## src/rtl/fila_scheduler_if.sv

```systemverilog
// fila_scheduler_if
//   Bundles the deserializer/consumer handshakes, the FIFO occupancy input and
//   the scheduler's strobes and status lines.
//   master : the scheduler side (drives strobes, status, stall count)
//   slave  : the environment side (deserializer, consumer, fila occupancy)
// Signals:
//   data_ready, deq_req, len_in                      environment -> scheduler
//   enqueue_out, ack_out, dequeue_out, deq_grant,
//   full_out, empty_out, busy_out, stall_cnt_out     scheduler -> environment
interface fila_scheduler_if #(
  parameter int LEN_W = 4
);
  logic             data_ready;
  logic             deq_req;
  logic [LEN_W-1:0] len_in;
  logic             enqueue_out;
  logic             ack_out;
  logic             dequeue_out;
  logic             deq_grant;
  logic             full_out;
  logic             empty_out;
  logic             busy_out;
  logic [7:0]       stall_cnt_out;

  modport master (
    input  data_ready, deq_req, len_in,
    output enqueue_out, ack_out, dequeue_out, deq_grant,
           full_out, empty_out, busy_out, stall_cnt_out
  );

  modport slave (
    output data_ready, deq_req, len_in,
    input  enqueue_out, ack_out, dequeue_out, deq_grant,
           full_out, empty_out, busy_out, stall_cnt_out
  );
endinterface

```

## src/rtl/fila_scheduler.sv

```systemverilog
// fila_scheduler
//   Sequences enqueue/dequeue transfers into the 8-entry fila FIFO and
//   arbitrates between the deserializer (enqueue) and the consumer (dequeue)
//   with round-robin fairness on ties. All outputs are registered.
// Ports:
//   clk_10KHz  clock, all state on the rising edge
//   reset      asynchronous, active-high
//   bus        fila_scheduler_if.master (handshakes, len_in, strobes, status)
// Optional feature macro: STALL_CNT_EN
//   defined   -> stall_cnt_out counts IDLE edges where a byte waits on a full
//                FIFO, saturating at 255, cleared only by reset
//   undefined -> stall_cnt_out tied to zero
//
// state  | meaning
// IDLE   | waiting; evaluates enq_ok/deq_ok each edge
// ENQ    | enqueue_out/ack_out high for this cycle
// DEQ    | dequeue_out/deq_grant high for this cycle
// SETTLE | strobes low; lets fila's len_in update before the next decision
module fila_scheduler #(
  parameter int DEPTH = 8,
  parameter int LEN_W = 4
) (
  input logic             clk_10KHz,
  input logic             reset,
  fila_scheduler_if.master bus
);

  typedef enum logic [1:0] {IDLE, ENQ, DEQ, SETTLE} state_t;

  localparam logic [LEN_W-1:0] DEPTH_L = LEN_W'(DEPTH);

  state_t state;
  logic   ack_flag;
  logic   last_enq;   // 1: last grant went to enqueue, 0: to dequeue
  logic   is_full;
  logic   enq_ok;
  logic   deq_ok;
  logic   pick_enq;

  always_comb begin
    is_full  = (bus.len_in >= DEPTH_L);
    enq_ok   = bus.data_ready & ~ack_flag & ~is_full;
    deq_ok   = bus.deq_req & (bus.len_in != '0);
    // On a tie, serve the side that did not win last time.
    pick_enq = enq_ok & (~deq_ok | ~last_enq);
  end

  always_ff @(posedge clk_10KHz or posedge reset) begin
    if (reset) begin
      state           <= IDLE;
      ack_flag        <= 1'b0;
      last_enq        <= 1'b0;
      bus.enqueue_out <= 1'b0;
      bus.ack_out     <= 1'b0;
      bus.dequeue_out <= 1'b0;
      bus.deq_grant   <= 1'b0;
      bus.full_out    <= 1'b0;
      bus.empty_out   <= 1'b1;
      bus.busy_out    <= 1'b0;
    end else begin
      bus.enqueue_out <= 1'b0;
      bus.ack_out     <= 1'b0;
      bus.dequeue_out <= 1'b0;
      bus.deq_grant   <= 1'b0;
      bus.full_out    <= is_full;
      bus.empty_out   <= (bus.len_in == '0);

      case (state)
        IDLE: begin
          if (pick_enq) begin
            state           <= ENQ;
            bus.enqueue_out <= 1'b1;
            bus.ack_out     <= 1'b1;
            bus.busy_out    <= 1'b1;
            ack_flag        <= 1'b1;
            last_enq        <= 1'b1;
          end else if (deq_ok) begin
            state           <= DEQ;
            bus.dequeue_out <= 1'b1;
            bus.deq_grant   <= 1'b1;
            bus.busy_out    <= 1'b1;
            last_enq        <= 1'b0;
          end
        end
        ENQ, DEQ: begin
          state <= SETTLE;
        end
        SETTLE: begin
          state        <= IDLE;
          bus.busy_out <= 1'b0;
        end
        default: begin
          state        <= IDLE;
          bus.busy_out <= 1'b0;
        end
      endcase

      // A dropped data_ready re-arms acceptance in any state, including the
      // ENQ cycle itself; this overrides the set above.
      if (!bus.data_ready) begin
        ack_flag <= 1'b0;
      end
    end
  end

`ifdef STALL_CNT_EN
  logic [7:0] stall_cnt;

  always_ff @(posedge clk_10KHz or posedge reset) begin
    if (reset) begin
      stall_cnt <= 8'd0;
    end else if ((state == IDLE) && bus.data_ready && !ack_flag && is_full
                 && (stall_cnt != 8'hFF)) begin
      stall_cnt <= stall_cnt + 8'd1;
    end
  end

  assign bus.stall_cnt_out = stall_cnt;
`else
  assign bus.stall_cnt_out = 8'd0;
`endif

endmodule
```

## src/flat_wrapper.sv

```systemverilog
// flat-port wrapper written by rule: the top's interface ports become plain ports
module fila_scheduler_flat 
#(
  parameter int DEPTH = 8,
  parameter int LEN_W = 4
)
  (clk_10KHz, reset, bus_data_ready, bus_deq_req, bus_len_in, bus_enqueue_out, bus_ack_out, bus_dequeue_out, bus_deq_grant, bus_full_out, bus_empty_out, bus_busy_out, bus_stall_cnt_out);
  fila_scheduler_if #(.LEN_W(LEN_W)) bus_i ();
  input logic clk_10KHz;
  input logic reset;
  input wire logic [$bits(bus_i.data_ready)-1:0] bus_data_ready;
  input wire logic [$bits(bus_i.deq_req)-1:0] bus_deq_req;
  input wire logic [$bits(bus_i.len_in)-1:0] bus_len_in;
  output wire logic [$bits(bus_i.enqueue_out)-1:0] bus_enqueue_out;
  output wire logic [$bits(bus_i.ack_out)-1:0] bus_ack_out;
  output wire logic [$bits(bus_i.dequeue_out)-1:0] bus_dequeue_out;
  output wire logic [$bits(bus_i.deq_grant)-1:0] bus_deq_grant;
  output wire logic [$bits(bus_i.full_out)-1:0] bus_full_out;
  output wire logic [$bits(bus_i.empty_out)-1:0] bus_empty_out;
  output wire logic [$bits(bus_i.busy_out)-1:0] bus_busy_out;
  output wire logic [$bits(bus_i.stall_cnt_out)-1:0] bus_stall_cnt_out;
  assign bus_i.data_ready = bus_data_ready;
  assign bus_i.deq_req = bus_deq_req;
  assign bus_i.len_in = bus_len_in;
  assign bus_enqueue_out = bus_i.enqueue_out;
  assign bus_ack_out = bus_i.ack_out;
  assign bus_dequeue_out = bus_i.dequeue_out;
  assign bus_deq_grant = bus_i.deq_grant;
  assign bus_full_out = bus_i.full_out;
  assign bus_empty_out = bus_i.empty_out;
  assign bus_busy_out = bus_i.busy_out;
  assign bus_stall_cnt_out = bus_i.stall_cnt_out;
  fila_scheduler #(.DEPTH(DEPTH), .LEN_W(LEN_W)) u_core (.clk_10KHz(clk_10KHz), .reset(reset), .bus(bus_i));
endmodule
```

## config.mk

```make
export PLATFORM = sky130hd
export DESIGN_NAME = fila_scheduler_flat
export DESIGN_NICKNAME = d
export VERILOG_FILES = /design/src/rtl/fila_scheduler_if.sv /design/src/rtl/fila_scheduler.sv /design/src/flat_wrapper.sv
export SDC_FILE = /design/constraint.sdc
export NUM_CORES = 1
export LEC_CHECK = 0
export CAP_MARGIN = 20
export CORE_AREA = 3 3 40 42
export CTS_BUF_LIST = sky130_fd_sc_hd__clkbuf_4 sky130_fd_sc_hd__clkbuf_8
export DETAILED_ROUTE_END_ITERATION = 8
export DIE_AREA = 0 0 43 45
export PLACE_DENSITY = 0.74
export SYNTH_ARGS = -nofsm -noshare
export SYNTH_HDL_FRONTEND = slang
export SYNTH_SLANG_ARGS = --single-unit
```

## constraint.sdc

```tcl
create_clock -name clk_10KHz -period 2.33 [get_ports clk_10KHz]
set_input_delay 0.233 -clock clk_10KHz [delete_from_list [all_inputs] [get_ports clk_10KHz]]
set_output_delay 0.233 -clock clk_10KHz [all_outputs]
set_load 0.02 [all_outputs]
```

# Word-level counts from Yosys, hierarchy flattened
# Index checks and enable logic that the tools add are counted.
# W data, S select, Z words.
dict set report classes {
  n_div 0
  n_addsub 0
  n_eq_ne 6
  mux 16
  bitwise 9
  magnitude_cmp 1
  n_mul 0
  n_shift 0
  reduce_logical 9
}
# operator count
set op_table {}
lappend op_table {{$mux W1} 12}
lappend op_table {{$pmux W2 S3} 1}
lappend op_table {{$reduce_and A2 Y1} 3}
lappend op_table {{$and A1 B1 Y1} 4}
lappend op_table {{$eq A2 B2 Y1 const B} 2}
lappend op_table {{$ge A4 B4 Y1 const B} 1}
lappend op_table {{$logic_not A4 Y1} 1}
lappend op_table {{$mux W2} 2}
lappend op_table {{$ne A2 B1 Y1 const B} 2}
lappend op_table {{$not A1 Y1} 4}
lappend op_table {{$reduce_bool A2 Y1} 2}
lappend op_table {{$reduce_bool A4 Y1} 1}
lappend op_table {{$ne A3 B1 Y1 const B} 1}
lappend op_table {{$eq A2 B1 Y1 const B} 1}
lappend op_table {{$logic_not A2 Y1} 1}
lappend op_table {{$pmux W1 S2} 1}
lappend op_table {{$reduce_or A2 Y1} 1}
lappend op_table {{$or A1 B1 Y1} 1}
dict set report totals {
  latch_bits 0
  reg_bits 9
  ramBits 0
  mem_bits_ro 0
  memories 0
  output_inout_bits 15
  inputBits 8
}

# Logic depth before layout (Yosys ltp)
dict set report logic_depth {
  ltp_word 8
  depth_mapped 5
  depth_no_buf 5
}

# Worst setup path before layout
# OpenSTA, ideal clock, no wires.
dict set report synth_path {
  path_kind {reg-to-reg}
  start {register u_core.state[0]}
  end {register u_core.bus.busy_out}
  synth_period_minus_slack_ps 1301
  t_arrival_ps 1179
  setup_slack_ps 1029
  t_required_ps 2207
  stages_incl_launch_ff 6
  cell_sequence {dfrtp_1 inv_1 ha_1 inv_1 o31a_1 mux2i_1}
}
dict set report synth_via {
  elab_chain_cells 3
  elab_cells_between_ends 6
}
# item line_no
set synth_rtl {}
lappend synth_rtl {{start, declared} fila_scheduler.sv:32} ;# state_t state;
lappend synth_rtl {{start signal, assigned} fila_scheduler.sv:50} ;# state <= IDLE;
lappend synth_rtl {{start signal, assigned} fila_scheduler.sv:71} ;# state <= ENQ;
lappend synth_rtl {{start signal, assigned} fila_scheduler.sv:78} ;# state <= DEQ;
lappend synth_rtl {{$logic_not A2 Y1 or $eq A2 B2 Y1 (tied branches)} fila_scheduler.sv:68} ;# case (state)
lappend synth_rtl {{$ne A3 B1 Y1 (no source line) or $reduce_bool A2 Y1 (tied branches)} --}
lappend synth_rtl {{$reduce_and A2 Y1 (no source line)} --}
lappend synth_rtl {{end signal, assigned} fila_scheduler.sv:74} ;# bus.busy_out <= 1'b1;
lappend synth_rtl {{end signal, assigned} fila_scheduler.sv:81} ;# bus.busy_out <= 1'b1;
lappend synth_rtl {{end signal, assigned} fila_scheduler.sv:90} ;# bus.busy_out <= 1'b0;
lappend synth_rtl {{end, declared} fila_scheduler_if.sv:28} ;# full_out, empty_out, busy_out, stall_cnt_out
# Several ways; a longest one is shown, not always the timed one.
# A chain may end at the register's enable or synchronous reset.

# Final worst setup path
dict set report layout_path {
  start {input port bus_len_in[3]}
  end {register u_core.state[1]}
}
dict set report layout_via {
  elab_chain_cells 7
  elab_cells_between_ends 11
}
# item line_no
set layout_rtl {}
lappend layout_rtl {{start, declared} flat_wrapper.sv:13} ;# input wire logic [$bits(bus_i.len_in)-1:0] bus_len_in;
lappend layout_rtl {{branches (longest 7 deep; another with $ge A4 B4 Y1)} --}
# Parallel ways; which one is timed is not known.

==> metrics.log <==
INFO  metric run_status = complete, no violations
INFO  metric area_delta_synth_final = 26.8%
INFO  metric worst_slew_pin_slew = 634 ps
INFO  metric final_hold_viol_count = 0
INFO  metric most-common-layout-cells = clkdlybuf4s50_1 (14), conb_1 (8), dfrtp_1 (8), inv_1 (7), clkbuf_4 (4)
INFO  metric boundaryPins = 23
INFO  metric synth.largest_area_cell = dfrtp_1
INFO  metric multi_input_comb_area = 198 sq um
INFO  metric fp.dieArea = 0.00194 sq mm
INFO  metric static_leakage = 0.287 nW
INFO  metric clk_pin_slew_worst_paths = 60 ps
INFO  metric die-height = 45 um
INFO  metric synth_xor_area_share = 0%
INFO  metric yosys-top-cells-area = dfrtp_1 (40%), buf_4 (15%), a2111oi_4 (5.5%)
INFO  metric power.ir.vdd_worst = 0.000627 V
INFO  metric cts.sink_count = 9
INFO  metric powerDensity = 1040 mW/mm^2
INFO  metric synth_flop_cell = dfrtp_1
INFO  metric complex_gate_fraction_of_the_synthesized_area = 20.8%
INFO  metric post_synth_fa_ha_maj_area_fraction = 4.96%
INFO  metric max-slew-margin-rel = 57.2%
INFO  metric drt_first_iter_violations = 0
INFO  metric detail_route.wl_per_cell = 11.9 um
INFO  metric clkLatencyLatePin = 260 ps
INFO  metric fraction_of_registers_with_async_set_or_reset_after_synthesis = 100%
INFO  metric floorplan.initialDensity = 39.2%
INFO  metric synth_unique_cells = 23
INFO  metric detail_route.wirelength = 920 um
INFO  metric cp-startpoint = bus_len_in[3]
INFO  metric criticalPathCategory = input port to flop
INFO  metric drt_pass1_iterations = 1
INFO  metric fin_worst_skew = 0.471 ps
INFO  metric synth-edff-count = 0
INFO  metric detailedPlace.worstSlack = 421 ps
INFO  metric grt_pass1_vias = 337
INFO  metric post-route-worst-setup-slack = 703 ps
INFO  metric r2r.worst_path.cells = 5
INFO  metric via_count = 353
INFO  metric largest_net_degree_at_the_start_of_global_routing = 10
INFO  metric drc = 0
INFO  metric unrepaired_setup_endpoints_after_global_routing = false
INFO  metric placeableCoreArea = 0.00128 sq mm
INFO  metric cp.arrival = 1740 ps
INFO  metric total_power = 665 uW
INFO  metric cp_data_required_time = 2440 ps
INFO  metric dp.cells = 73
INFO  metric startpoint_type = input port
INFO  metric cts_resized = 0
INFO  metric finalWorstPathRequiredPeriod = 1630 ps
INFO  metric mappedNetlistArea = 504 sq um
INFO  metric post_synth.cell_area_avg = 10.5 sq um
INFO  metric root_buffer = clkbuf_4
INFO  metric cts_setup_buffers = 0
INFO  metric htree_num_levels = 1
INFO  metric antenna_found_initial = 0
INFO  metric layout.area.seq = 226 sq um
INFO  metric final_min_period_over_clock_period = 69.8%
INFO  metric seq_power_share = 36.7%
INFO  metric worst_hold_path_type = input port to async pin
INFO  metric yosys.area_share.simple = 5.46%
INFO  metric cts_made_buffers = 3
INFO  metric hpwlAfterDp = 773 um
INFO  metric fin_nets = 73
INFO  metric grt_first_pass_wirelength = 1480 um
INFO  metric drv_cap = 0
INFO  metric instances_no_fill = 77
INFO  metric sw_frac_of_total = 37.9%
INFO  metric sum_of_overflow_across_all_layers_after_global_routing = 0
INFO  metric cts_tree = done
INFO  metric io_buffer_count = 14
INFO  metric report.final.setup_viol = 0
INFO  metric clockPowerShare = 19.5%
INFO  metric type_of_element_capturing_the_critical_path = flop
INFO  metric comb_power_share = 43.8%
INFO  metric timing.fmax = 615 MHz
INFO  metric insertedDiodeCount = 0
INFO  metric syn_inst = 48
INFO  metric filler_cell_count = 120
INFO  metric yosysTopAreaCellShare = 39.7%
INFO  metric route.antenna.remaining_nets = 0
INFO  metric post_route_cells_drive_above_1_share = 9.68%
INFO  metric synthesis.yosys.warnings = 0
INFO  metric worst-path-max-fanout = 6
INFO  metric groute.usage.overall = 10.8%
INFO  metric mostFrequentLayoutCell = clkdlybuf4s50_1
INFO  metric synth.mux.area_fraction = 1.99%
INFO  metric setup_tns = 0 ps
INFO  metric largest_family_of_logic_cells_by_synthesized_area = buffers and inverters
INFO  metric finalMaxSlewViolations = 0
INFO  metric vias_per_cell = 4.58
INFO  metric finalWeightedCongestion = 0.844
INFO  metric internal_portion_of_total_power = 413 uW
INFO  metric synth-seq-area-share = 44.9%
INFO  metric finish.utilization = 49.8%
INFO  metric worstReg2RegStart = u_core.state[0]$_DFFE_PP0P_
INFO  metric power.switching = 252 uW
INFO  metric placementRows = 13
INFO  metric synth.ff_latch_count = 9
INFO  metric number_of_buffers_inserted_by_hold_repair_at_cts = 0
INFO  metric die_w = 43 um
INFO  metric cts.path.max_buffers = 2
## power groups by stage
stage / Combinational [mW] / Clock, mW / Sequential, mW
final: 0.291 / 0.130 / 0.244
after global routing: 0.322 / 0.149 / 0.249
after floorplan: 0.203 / 0 / 0.257
after CTS: 0.293 / 0.135 / 0.244
after detailed placement: 0.293 / 0 / 0.247
after global placement: 0.282 / 0 / 0.245
## layer usage
metal  track usage, %  routed length (um)
met5                0                   0
met4             3.61                   6
met3             6.37                  76
met2             18.6                 489
met1             11.0                 347
## path summary, 6_finish.rpt
| kind | end | slack [ps] |
|---|---|---|
| setup / recovery | u_core.state[1]$_DFFE_PP0P_ | 700 |
| hold / removal | u_core.bus.enqueue_out$_DFF_PP0_ | 240 |
| setup reg to reg | u_core.bus.busy_out$_DFFE_PP0P_ | 900 |
| hold reg to reg | u_core.bus.enqueue_out$_DFF_PP0_ | 500 |
| max in group asynchronous | u_core.bus.empty_out$_DFF_PP1_ | 1800 |
| min in group clk_10KHz | u_core.bus.enqueue_out$_DFF_PP0_ | 500 |
## worst max-delay path, cell delays in order
cell             delay (ps)
clkdlybuf4s50_1         490
o41a_1                  520
a2111oi_4               400
a311oi_1                 90
## area by class of cell
cell class / count / share of cell area [%]
Tap cell: 15 / 2.94
Clock buffer: 4 / 4.70
Multi-Input combinational cell: 28 / 30.9
Inverter: 7 / 4.11
Timing Repair Buffer: 14 / 21.9
Sequential cell: 9 / 35.4
## through the flow
stage          hold WS [ps]  area [sq um]
4_1_cts                 242           639
3_5_place_dp            499           609
2_1_floorplan          60.2           531
3_3_place_gp            496           609
5_1_grt                 278           639
6_report                236           639
## sequential cells by signal, summed over array words and instances (netlist names)
signal and cells:
u_core.state 2, u_core.ack_flag 1, u_core.bus.busy_out 1, u_core.bus.dequeue_out 1, u_core.bus.empty_out 1, u_core.bus.enqueue_out 1, u_core.bus.full_out 1, u_core.last_enq 1
## logic make-up (layout without fill, tap and decap cells)
family | Yosys count | in the layout
flops | 9 | 9
simple gates | 5 | 5
compound gates | 12 | 12
buf+inv | 18 | 25
other cells | 1 | 8
fa+ha+maj | 2 | 2
mux | 1 | 1
## synthesized netlist by cell type, types with 2 or more instances
cell type / instances
ha_1: 2
inv_1: 7
dfrtp_1: 8
o21ai_0: 2
a21oi_1: 2
buf_4: 10
Power figures use the tool's default switching activity.
